==> src/rtl/tt_sweeper_pkg.sv <==
// Shared definitions for the exhaustive-stimulus sweeper: FSM state encoding
// and the default MISR polynomial/seed constants.
package tt_sweeper_pkg;
   typedef enum logic [1:0] {
      ST_IDLE  = 2'd0,
      ST_APPLY = 2'd1,
      ST_DONE  = 2'd2
   } state_t;

   localparam logic [15:0] DEFAULT_POLY = 16'h1021;
   localparam logic [15:0] DEFAULT_SEED = 16'hFFFF;
endpackage

==> src/rtl/tt_sweeper_misr.sv <==
// Multiple-input signature register: shift left, fold the MSB back through POLY,
// and XOR in the parallel response word.
module misr #(
   parameter int                SIG_W = 16,
   parameter logic [SIG_W-1:0]  POLY  = SIG_W'(16'h1021),
   parameter logic [SIG_W-1:0]  SEED  = {SIG_W{1'b1}}
) (
   input  logic             clk,
   input  logic             rst,
   input  logic             load,
   input  logic             en,
   input  logic [SIG_W-1:0] din,
   output logic [SIG_W-1:0] sig
);
   always_ff @(posedge clk) begin
      if (rst) begin
         sig <= SEED;
      end else if (load) begin
         sig <= SEED;
      end else if (en) begin
         sig <= (sig << 1) ^ (sig[SIG_W-1] ? POLY : '0) ^ din;
      end
   end
endmodule

==> src/rtl/tt_sweeper.sv <==
// Exhaustive-stimulus engine: walks all 2^N_IN input vectors in ascending order,
// holds each HOLD cycles, and compacts the sampled response into a MISR signature.
module tt_sweeper
   import tt_sweeper_pkg::*;
#(
   parameter int               N_IN  = 4,
   parameter int               N_OUT = 3,
   parameter int               HOLD  = 1,
   parameter int               SIG_W = 16,
   parameter logic [SIG_W-1:0] POLY  = SIG_W'(DEFAULT_POLY),
   parameter logic [SIG_W-1:0] SEED  = {SIG_W{1'b1}}
) (
   input  logic             clk,
   input  logic             rst,
   input  logic             start,
   input  logic             abort,
   input  logic             loop,
   input  logic [N_OUT-1:0] resp,
   output logic [N_IN-1:0]  pattern,
   output logic             sample,
   output logic             busy,
   output logic             done,
   output logic [SIG_W-1:0] signature
);
   localparam int              HW        = (HOLD > 1) ? $clog2(HOLD) : 1;
   localparam logic [HW-1:0]   HOLD_LAST = HW'(HOLD - 1);
   localparam logic [N_IN-1:0] PAT_LAST  = '1;
   localparam logic            FIRST_SAMPLE = (HOLD == 1);

   state_t          state_reg;
   logic [N_IN-1:0] pattern_reg;
   logic [HW-1:0]   hold_reg;
   logic            sample_reg;
   logic            busy_reg;
   logic            done_reg;
   logic            loop_reg;

   logic capture;
   logic misr_load;

   // An abort on the capture edge discards that vector's response.
   assign capture   = (state_reg == ST_APPLY) && (hold_reg == HOLD_LAST) && !abort;
   assign misr_load = !abort && (((state_reg == ST_IDLE) && start) ||
                                 ((state_reg == ST_DONE) && loop_reg));

   always_ff @(posedge clk) begin
      if (rst) begin
         state_reg   <= ST_IDLE;
         pattern_reg <= '0;
         hold_reg    <= '0;
         sample_reg  <= 1'b0;
         busy_reg    <= 1'b0;
         done_reg    <= 1'b0;
         loop_reg    <= 1'b0;
      end else begin
         case (state_reg)
            ST_IDLE: begin
               pattern_reg <= '0;
               hold_reg    <= '0;
               done_reg    <= 1'b0;
               sample_reg  <= 1'b0;
               busy_reg    <= 1'b0;
               if (start && !abort) begin
                  state_reg  <= ST_APPLY;
                  busy_reg   <= 1'b1;
                  sample_reg <= FIRST_SAMPLE;
               end
            end
            ST_APPLY: begin
               if (abort) begin
                  state_reg   <= ST_IDLE;
                  pattern_reg <= '0;
                  hold_reg    <= '0;
                  busy_reg    <= 1'b0;
                  sample_reg  <= 1'b0;
               end else if (hold_reg == HOLD_LAST) begin
                  hold_reg <= '0;
                  if (pattern_reg == PAT_LAST) begin
                     // Terminal vector: the pattern stays all-ones through DONE.
                     state_reg  <= ST_DONE;
                     busy_reg   <= 1'b0;
                     sample_reg <= 1'b0;
                     done_reg   <= 1'b1;
                     loop_reg   <= loop;
                  end else begin
                     pattern_reg <= pattern_reg + N_IN'(1);
                     sample_reg  <= FIRST_SAMPLE;
                  end
               end else begin
                  hold_reg   <= hold_reg + HW'(1);
                  sample_reg <= ((hold_reg + HW'(1)) == HOLD_LAST);
               end
            end
            ST_DONE: begin
               done_reg    <= 1'b0;
               pattern_reg <= '0;
               hold_reg    <= '0;
               if (!abort && loop_reg) begin
                  state_reg  <= ST_APPLY;
                  busy_reg   <= 1'b1;
                  sample_reg <= FIRST_SAMPLE;
               end else begin
                  state_reg <= ST_IDLE;
               end
            end
            default: begin
               state_reg   <= ST_IDLE;
               pattern_reg <= '0;
               hold_reg    <= '0;
               sample_reg  <= 1'b0;
               busy_reg    <= 1'b0;
               done_reg    <= 1'b0;
            end
         endcase
      end
   end

   misr #(
      .SIG_W (SIG_W),
      .POLY  (POLY),
      .SEED  (SEED)
   ) u_misr (
      .clk  (clk),
      .rst  (rst),
      .load (misr_load),
      .en   (capture),
      .din  (SIG_W'(resp)),
      .sig  (signature)
   );

   assign pattern = pattern_reg;
   assign sample  = sample_reg;
   assign busy    = busy_reg;
   assign done    = done_reg;
endmodule

==> config.mk <==
export PLATFORM = sky130hd
export DESIGN_NAME = tt_sweeper
export DESIGN_NICKNAME = d
export VERILOG_FILES = /design/src/rtl/tt_sweeper_pkg.sv /design/src/rtl/tt_sweeper_misr.sv /design/src/rtl/tt_sweeper.sv
export SDC_FILE = /design/constraint.sdc
export NUM_CORES = 1
export LEC_CHECK = 0
export ABC_AREA = 1
export CORE_UTILIZATION = 43
export DETAILED_ROUTE_END_ITERATION = 16
export PLACE_DENSITY = 0.75
export SLEW_MARGIN = 15
export SYNTH_ARGS = -nofsm -noshare
export SYNTH_HDL_FRONTEND = slang
export SYNTH_SLANG_ARGS = --single-unit
==> constraint.sdc <==
create_clock -name clk -period 1.2 [get_ports clk]
set_clock_uncertainty 0.1 [all_clocks]
set_input_delay 0.24 -clock clk [delete_from_list [all_inputs] [get_ports clk]]
set_output_delay 0.24 -clock clk [all_outputs]
set_load 0.1 [all_outputs]
==> run_results.csv, run 1 <==
group,metric,value,unit
outcome,status,"complete, but fails checks",
outcome,violations,"setup timing",
setup_path,slowest_stage,"dfxtp_4",
setup_path,worst-path-buf-inv,0,
synth,synth_warnings,0,
clock_tree,clkTransAtPathRegs,0.15,ns
global_route,track_usage,24.0,%
drt,dr.pass1.iters,4,
power,swShare,31.9,%
die,core,2570,um2
sta,period_share,120,%
synth,syn_inst,140,
sta,setup_viol,49,
clock_tree,postCtsHoldBufs,0,
clock_tree,cts_tree,"yes",
global_route,grt_overflow,0,
clock_tree,insertion_delay,0.34,ns
sta,fin_crit,1.44,ns
die,ios,31,
clock_tree,htree_levels,1,
setup_path,cpPeakStageDelay,0.40,ns
drt,via_per_inst,5.60,
setup_path,path_cells,"ha_4, nand4_1, nor2_1, o21ai_1, nor2_1",
global_route,grt_max_degree,22,
setup_path,cp_data_required_time,1.39,ns
power,p_int,1.20,mW
clock_tree,clk_path_buf_depth,2,
clock_tree,root_buffer,"clkbuf_4",
power,leakagePower,1.04,nW
synth,ys.flop_type,"dfxtp_1",
finish,layout.cells.non_filler,241,
synth,synthDistinctLibCells,24,
clock_tree,cts_buffers,3,
place,hpwl,2010,um
flow_run,maxCapViolations,0,
global_route,grt_pass1_vias,1125,
synth,ys_seq_area_share,45.0,%
drt,post_drt_wl_per_cell,21.6,um
power,p_per_area,716,nW/um2
hold_path,hp-class,"in2reg",
synth,ys_ff_latch,27,
power,combPwrFrac,24.0,%
setup_path,path_class,"reg2reg",
power,peakVddDrop,0.000813,V
sta,drv_slew,0,
finish,antennaDiodeCount,0,
power,clock_power_share,23.9,%
clock_tree,cts_sinks,27,
place,routabilityCongestion,0.786,
setup_path,critical_path.top_delay_family,"simple AND/OR/NAND/NOR gates",
finish,final_util,96.0,%
die,start_util,46.8,%
setup_path,cp-start-kind,"flip-flop",
sta,fin_hold_ws,0.432,ns
sta,finalWorstSetupSlack,-0.240,ns
die,fp.dieH,54.9,um
die,die_w,54.9,um
place,dp_cells,209,
drt,drcViolationCount,0,
synth,synth_nets,149,
finish,final_nets,221,
global_route,grt_first_pass_wirelength,5090,um
die,rows,18,
synth,async_flop_share,0,%
synth,syn_area,1200,um2
global_route,grt_antenna_before_repair,0,
synth,avgSynthCellArea,8.59,um2
drt,num_vias,1349,
drt,wl,5210,um
drt,drtIter0Drc,38,
sta,fmax,0.694,GHz
setup_path,critPathCaptureType,"flip-flop",
finish,areaGrowthSynthToFinish,105,%
synth,synth_edf_count,0,
die,die_area,3010,um2
finish,drive_above_1_share,73.0,%
place,numPortBuffers,30,
setup_path,crit_arrival,1.63,ns
setup_path,cpMostUsedCell,"nor2_1",
sta,finalHoldViolations,0,
power,switchingPower,0.563,mW
power,pwr-share-seq,52.1,%
finish,largest_reg_flops,16,
setup_path,cp_max_fo,4,
sta,rsz0062_at_grt,"true",
drt,ant_nets,0,
## cell type report
class | count | area (um2)
multi-input cells | 98 | 811
inverters | 11 | 46.3
well taps | 30 | 37.5
fillers | 51 | 103
clock buffers | 4 | 26.3
repair buffers | 71 | 938
flip-flops and latches | 27 | 606
## Yosys cell counts (2+ instances only)
cell type | count | area (um2)
dfxtp_1 | 27 | 541
nand2_2 | 2 | 12.5
nor2_1 | 14 | 52.6
xnor2_1 | 5 | 43.8
nand3_2 | 10 | 100
nor3_1 | 4 | 20.0
inv_1 | 9 | 33.8
a21oi_1 | 5 | 25.0
nand2_1 | 38 | 143
inv_2 | 2 | 7.51
nand3_1 | 5 | 25.0
o211ai_2 | 6 | 75.1
buf_6 | 2 | 22.5
## worst reg2reg max path, cell delays in order (launching register included)
cell	delay, ns
dfxtp_4	0.40
ha_4	0.16
nand4_1	0.21
nor2_1	0.27
o21ai_1	0.15
nor2_1	0.10
## repair_timing
action | 4_1_cts | 5_1_grt
gates resized for setup | 19 | 56
cloned | 0 | 5
setup buffers | 18 | 5
endpoints found under the setup margin | 46 | 48
pin swaps | 6 | 19
## cell usage in the layout (no fill, tap or decap), types with 6 or more instances in the layout
cell type and count:
buf_12 25, buf_4 28, buf_6 7, clkdlybuf4s50_1 6, dfxtp_2 13, dfxtp_4 13
inv_1 6, nand2_1 20, nand2_4 16, nand3_2 11, nor2_1 6, o211ai_2 6
## layer usage
metal	track usage [%]	vias to the layer above	share of wire, %
met5	0	-	0
met4	8.55	0	3.5
li1	-	597	-
met3	7.78	22	5.4
met2	42.6	67	54
met1	26.4	663	37
## logic make-up after synthesis
group                    after synthesis  synth area share (%)
AO/OA/AOI/OAI                         13                  9.36
XOR/XNOR                               5                  3.64
adder cells (fa/ha/maj)                1                  1.04
buffers and inverters                 15                  7.18
flip-flops                            27                  45.0
other                                  1                 0.312
AND/OR/NAND/NOR                       78                  33.5
## metrics by stage
stage / setup TNS [ns] / instance area, um2 / total power [mW] / worst slack (ns)
after global placement: -8.43 / 1930 / 1.26 / -0.376
after detailed placement: -9.90 / 1930 / 1.27 / -0.528
after CTS: -0.929 / 2140 / 1.66 / -0.124
after global routing: -4.44 / 2460 / 1.80 / -0.209
after floorplan: -1.29 / 1280 / 1.14 / -0.246
final: -3.31 / 2460 / 1.76 / -0.240
## power by group through the flow
stage               clock network (mW)  registers, mW  logic (mW)
floorplan                            0           1.04      0.0960
global route                     0.441          0.920       0.435
CTS                              0.398          0.918       0.341
finish                           0.422          0.919       0.424
global placement                     0          0.949       0.314
detailed placement                   0          0.950       0.321
## final timing paths
kind / startpoint / endpoint / slack (ns) / depth (start not counted)
min: abort / done / 0.43 / 4
max reg2reg: pattern[0] / loop_reg / -0.24 / 5
min reg2reg: u_misr.sig[9] / u_misr.sig[9] / 0.44 / 2
max: pattern[0] / loop_reg / -0.24 / 5
Note: power is estimated with default switching activity, not from simulation.
==> inputs of run 2 (changes only) <==
--- a/config.mk
+++ b/config.mk
@@ -7,7 +7,9 @@
 export LEC_CHECK = 0
 export ABC_AREA = 1
-export CORE_UTILIZATION = 43
+export CORE_MARGIN = 4
+export CORE_UTILIZATION = 54
 export DETAILED_ROUTE_END_ITERATION = 16
-export PLACE_DENSITY = 0.75
+export DONT_BUFFER_PORTS = 1
+export PLACE_DENSITY = 0.72
 export SLEW_MARGIN = 15
 export SYNTH_ARGS = -nofsm -noshare
--- a/constraint.sdc
+++ b/constraint.sdc
@@ -3,3 +3,3 @@
 set_input_delay 0.24 -clock clk [delete_from_list [all_inputs] [get_ports clk]]
 set_output_delay 0.24 -clock clk [all_outputs]
-set_load 0.1 [all_outputs]
+set_load 0.005 [all_outputs]
==> run 2 against run 1 <==
  * The flow finishes with violations (hold timing, setup timing)
  * Hold slack lost 0.58 ns
  * Combinational power shrank 66%
  * Sequential power grew 0.9%
  * Via count shrank 29%
  * Global-route usage shrank 5.2 points
  * Routed wire length shrank 52%
  * Final cell count shrank 24%
  * Critical path type unchanged
  * Die area grew 1.1%
  * Clock power shrank 8.3%
  * Register-to-register slack gained 0.21 ns
==> run_results.csv, run 2 (synthesis gave the netlist of run 1 again) <==
group,metric,value,unit
drt,drtIter0Drc,8,
drt,post_drt_wl_per_cell,13.9,um
finish,largest_reg_flops,16,
die,die_area,3050,um2
power,swShare,24.6,%
finish,stdcell_area,1470,um2
power,p_int,1.10,mW
place,hpwl,1920,um
sta,drv_slew,0,
clock_tree,cts_sinks,27,
power,combPwrFrac,9.8,%
hold_path,hold-path-cell-count,1,
setup_path,cp_max_fo,4,
place,routabilityCongestion,0.724,
setup_path,r2r-start,"pattern[0]",
setup_path,cp-startpoint,"pattern[0]",
global_route,grt_first_pass_wirelength,4100,um
setup_path,cp_data_required_time,1.36,ns
drt,via_per_inst,5.23,
sta,setup_viol,12,
sta,finalHoldViolations,11,
sta,fin_hold_ws,-0.145,ns
setup_path,cp-start-kind,"flip-flop",
finish,final_nets,165,
setup_path,r2r_cells,5,
setup_path,r2r_setup_slack,-0.03,ns
finish,final_cell_mix,"nand2_1 (37), dfxtp_1 (19), nand3_2 (10), nor2_1 (10), buf_4 (9)",
clock_tree,clk_path_buf_depth,2,
clock_tree,cts_tree,"yes",
global_route,grt_max_degree,22,
setup_path,path_class,"reg2reg",
global_route,track_usage,18.9,%
clock_tree,postCtsHoldBufs,1,
global_route,grt_antenna_before_repair,0,
setup_path,rr_endpoint,"pattern[0]",
clock_tree,htree_levels,1,
place,pre_cts_ws,-0.0714,ns
global_route,grt_pass1_vias,1028,
flow_run,maxCapViolations,0,
setup_path,critPathCaptureType,"flip-flop",
die,core,2040,um2
global_route,grt_overflow,0,
die,fp.dieH,55.2,um
drt,ant_nets,0,
finish,drive_above_1_share,41.3,%
place,numPortBuffers,0,
clock_tree,root_buffer,"clkbuf_4",
die,ios,31,
hold_path,hp-class,"in2reg",
power,leakagePower,0.622,nW
sta,fin_crit,1.23,ns
sta,rsz0062_at_grt,"true",
power,p_per_area,991,nW/um2
power,pwr-share-seq,63.6,%
clock_tree,clkTransAtPathRegs,0.14,ns
sta,period_share,102,%
setup_path,crit_arrival,1.39,ns
drt,num_vias,952,
drt,dr.pass1.iters,5,
die,rows,16,
outcome,violations,"hold timing, setup timing",
finish,fill_cells,161,
power,switchingPower,0.358,mW
finish,areaGrowthSynthToFinish,22.3,%
clock_tree,insertion_delay,0.32,ns
power,clock_power_share,26.5,%
die,die_w,55.2,um
place,post_dp_cell_area,1350,um2
power,peakVddDrop,0.000621,V
clock_tree,cts_buffers,3,
finish,final_common_cell,"nand2_1",
die,start_util,58.9,%
sta,finalWorstSetupSlack,-0.0278,ns
outcome,status,"complete, but fails checks",
drt,drcViolationCount,0,
setup_path,endpoint,"pattern[0]",
drt,wl,2520,um
finish,antennaDiodeCount,0,
sta,fmax,0.814,GHz
==> run 2: cell types whose count changed in the layout (fill, tap and decap cells not counted), sizes merged <==
cell	change
clkdlybuf4s50	-6
buf	-47
clkinv	+1
clkbuf	-4
dlygate4sd3	+1
dlygate4sd2	-1
==> run 2: power by group through the flow <==
stage	combinational (mW)	clock, mW	sequential, mW
2_1_floorplan	0.0939	0	0.946
3_3_place_gp	0.122	0	0.949
3_5_place_dp	0.127	0	0.950
4_1_cts	0.141	0.403	0.932
5_1_grt	0.158	0.441	0.931
6_report	0.144	0.387	0.927
==> run 2: area by class of cell <==
type                       count  area, um2  share of cell area [%]
clock inverter                 1       5.00                   0.340
multi-input combinational     98        653                    44.4
inverter                      11       43.8                    2.98
timing repair buffer          15        151                    10.3
tap                           27       33.8                    2.30
clock buffer                   3       22.5                    1.53
sequential                    27        561                    38.1
==> run 2: worst min-delay path by stage <==
stage / from / end / slack, ns
5_1_grt: rst / state_reg[0] / -0.17
4_1_cts: rst / state_reg[0] / -0.16
3_3_place_gp: rst / busy / 0.21
6_report: rst / state_reg[0] / -0.14
2_1_floorplan: rst / busy / 0.21
3_5_place_dp: rst / busy / 0.22
==> run 2: metal layers <==
| metal | share of wire (%) | up-vias | track usage, % |
|---|---|---|---|
| li1 | - | 482 | - |
| met1 | 36 | 439 | 18.7 |
| met2 | 54 | 25 | 35.0 |
| met3 | 7.3 | 6 | 5.09 |
| met4 | 2.1 | 0 | 10.5 |
| met5 | 0 | - | 0 |
==> run 2: what timing repair did <==
action,CTS,global route
endpoints found under the hold margin,8,10
resized for setup,15,13
cloned,0,0
buffers inserted,1,0
pin swaps,11,8
endpoints found under the setup margin,23,30
==> run 2: metrics by stage <==
step	setup TNS (ns)	instances	total power [mW]	utilization (%)
after floorplan	-0.0119	140	1.04	-
after CTS	-0.389	182	1.48	70.0
final	-0.160	182	1.46	72.0
after global placement	-0.126	176	1.07	66.2
after detailed placement	-0.580	176	1.08	66.2
after global routing	-1.44	182	1.53	72.0
==> run 2: worst max-delay path: stages (launching register included) <==
cell and delay (ns):
dfxtp_4 0.38, ha_4 0.17, nand3_4 0.09, nand2_4 0.08, or2_4 0.23, a21oi_2 0.13
==> inputs of run 3 (changes only) <==
- CORE_MARGIN: 4 -> unset
==> run 3 against run 2 <==
  * The run still ends with hold timing, setup timing left
  * Register-to-register slack lost 0.03 ns
  * Hold slack gained 0.0096 ns
  * Largest cell class unchanged
  * Die area down 21%
  * First-iteration DRC count up 88%
  * Final cell count is 1.1% higher
  * Non-clock buffer count up 1
  * Maximum frequency decreased by 2.4%
  * Sequential power about the same
  * Setup slack lost 0.030 ns
  * Utilization increased by 1.9 points
==> run_results.csv, run 3 (synthesis gave the netlist of run 1 again) <==
group,metric,value,unit
drt,dr.pass1.iters,4,
drt,num_vias,973,
setup_path,r2r_setup_slack,-0.06,ns
finish,final_nets,167,
sta,setup_viol,18,
global_route,grt_pass1_vias,874,
sta,finalWorstSetupSlack,-0.0580,ns
global_route,grt_antenna_before_repair,0,
finish,antennaDiodeCount,0,
global_route,track_usage,18.6,%
outcome,violations,"hold timing, setup timing",
sta,fin_hold_ws,-0.135,ns
finish,multiInputGateArea,666,um2
die,start_util,59.5,%
drt,route.top_layer_used,"met4",
sta,finalHoldViolations,9,
drt,ant_nets,0,
flow_run,maxCapViolations,0,
setup_path,path_cells,"ha_4, nand3_4, nor2_4, nor2_2, nor2_1, nand2_1, nand2_1, inv_1",
drt,wl,2390,um
global_route,grt_first_pass_wirelength,3490,um
finish,areaGrowthSynthToFinish,24.2,%
setup_path,critPathCaptureType,"flip-flop",
global_route,grt_overflow,0,
die,die_w,49.2,um
finish,largest_reg_flops,16,
sta,fmax,0.795,GHz
clock_tree,root_buffer,"clkbuf_4",
die,rows,16,
finish,drive_above_1_share,40.8,%
clock_tree,postCtsHoldBufs,1,
drt,routedLengthMet1,995,um
setup_path,cp-startpoint,"pattern[0]",
place,pre_cts_ws,-0.0725,ns
drt,wl_met3,129,um
clock_tree,htree_levels,1,
place,numPortBuffers,0,
setup_path,endpoint,"sample",
place,hpwl,1560,um
setup_path,cp-start-kind,"flip-flop",
setup_path,cpMostUsedCell,"nand2_1",
die,die_area,2420,um2
clock_tree,cts_tree,"yes",
clock_tree,insertion_delay,0.31,ns
finish,fill_cells,154,
finish,final_common_cell,"nand2_1",
die,ios,31,
sta,fin_crit,1.26,ns
place,routabilityCongestion,0.776,
setup_path,r2r-start,"pattern[0]",
hold_path,hp-class,"in2reg",
drt,via_per_inst,5.29,
clock_tree,clkTransAtPathRegs,0.14,ns
finish,final_cell_mix,"nand2_1 (35), dfxtp_1 (20), nor2_1 (10)",
setup_path,r2r_cells,8,
clock_tree,clk_path_buf_depth,2,
die,fp.dieH,49.2,um
outcome,status,"complete, but fails checks",
power,peakVddDrop,0.000719,V
sta,drv_slew,0,
setup_path,rr_endpoint,"sample",
setup_path,slowest_stage,"dfxtp_4",
drt,drcViolationCount,0,
setup_path,cp_data_required_time,1.33,ns
power,total_power,1.44,mW
drt,drtIter0Drc,15,
setup_path,cpPeakStageDelay,0.38,ns
sta,period_share,105,%
setup_path,crit_arrival,1.39,ns
power,p_per_area,967,nW/um2
setup_path,path_class,"reg2reg",
drt,met2_length,1230,um
clock_tree,cts_sinks,27,
power,leakagePower,0.635,nW
global_route,grt_max_degree,22,
finish,regArea,559,um2
drt,post_drt_wl_per_cell,13.0,um
die,core,2020,um2
clock_tree,cts_buffers,3,
sta,rsz0062_at_grt,"true",
setup_path,cp_max_fo,4,
run 3: changes by cell type in the layout (fill, tap and decap cells not counted), sizes merged:
cell / change
clkbuf: +1
inv: +1
clkinv: -1
buf: +1
run 3: critical path, delay by kind of cell (launching register included):
kind	cells	cell delay [ns]
fa+ha+maj	1	0.16
buf+inv	1	0.04
simple gates	6	0.50
flops	1	0.38
run 3: layout make-up:
type,instances,share of cell area (%)
Multi-Input combinational cell,98,44.6
Sequential cell,27,37.4
Timing Repair inverter,1,0.419
Clock buffer,4,1.76
Inverter,11,3.27
Tap cell,27,2.26
Timing Repair Buffer,16,10.3
run 3: through the flow:
| stage | hold slack [ns] | setup TNS, ns | cells | area, um2 | utilization, % |
|---|---|---|---|---|---|
| global placement | 0.213 | -0.0432 | 173 | 1320 | 65.1 |
| finish | -0.135 | -0.231 | 184 | 1490 | 73.9 |
| floorplan | 0.209 | -0.0119 | 140 | 1240 | - |
| global route | -0.161 | -1.39 | 184 | 1490 | 73.9 |
| detailed placement | 0.215 | -0.233 | 173 | 1320 | 65.1 |
| CTS | -0.147 | -0.0517 | 180 | 1400 | 69.2 |
run 3: worst min-delay path by stage:
stage,from,endpoint,slack [ns],cells after the start
finish,rst,state_reg[0],-0.14,1
global route,rst,state_reg[0],-0.16,1
CTS,rst,state_reg[0],-0.15,1
detailed placement,rst,busy,0.22,1
global placement,rst,busy,0.21,1
floorplan,rst,busy,0.21,1
run 3: what timing repair did:
item | 4_1_cts | 5_1_grt
gates cloned | 0 | 1
setup buffers | 2 | 3
hold endpoints to repair | 7 | 10
resized for setup | 13 | 22
endpoints found under the setup margin | 23 | 28
pin swaps | 5 | 9
run 3: per-layer routing:
layer,vias up,global-route usage (%)
met1,453,21.5
met2,25,31.5
met5,-,0
met4,0,8.82
met3,4,4.98
li1,491,-
run 3: power breakdown:
group	switching (mW)	internal, mW	total (mW)
Combinational	0.0761	0.0635	0.140
Clock	0.248	0.130	0.378
Sequential	0.0211	0.906	0.928
Total	0.345	1.10	1.44
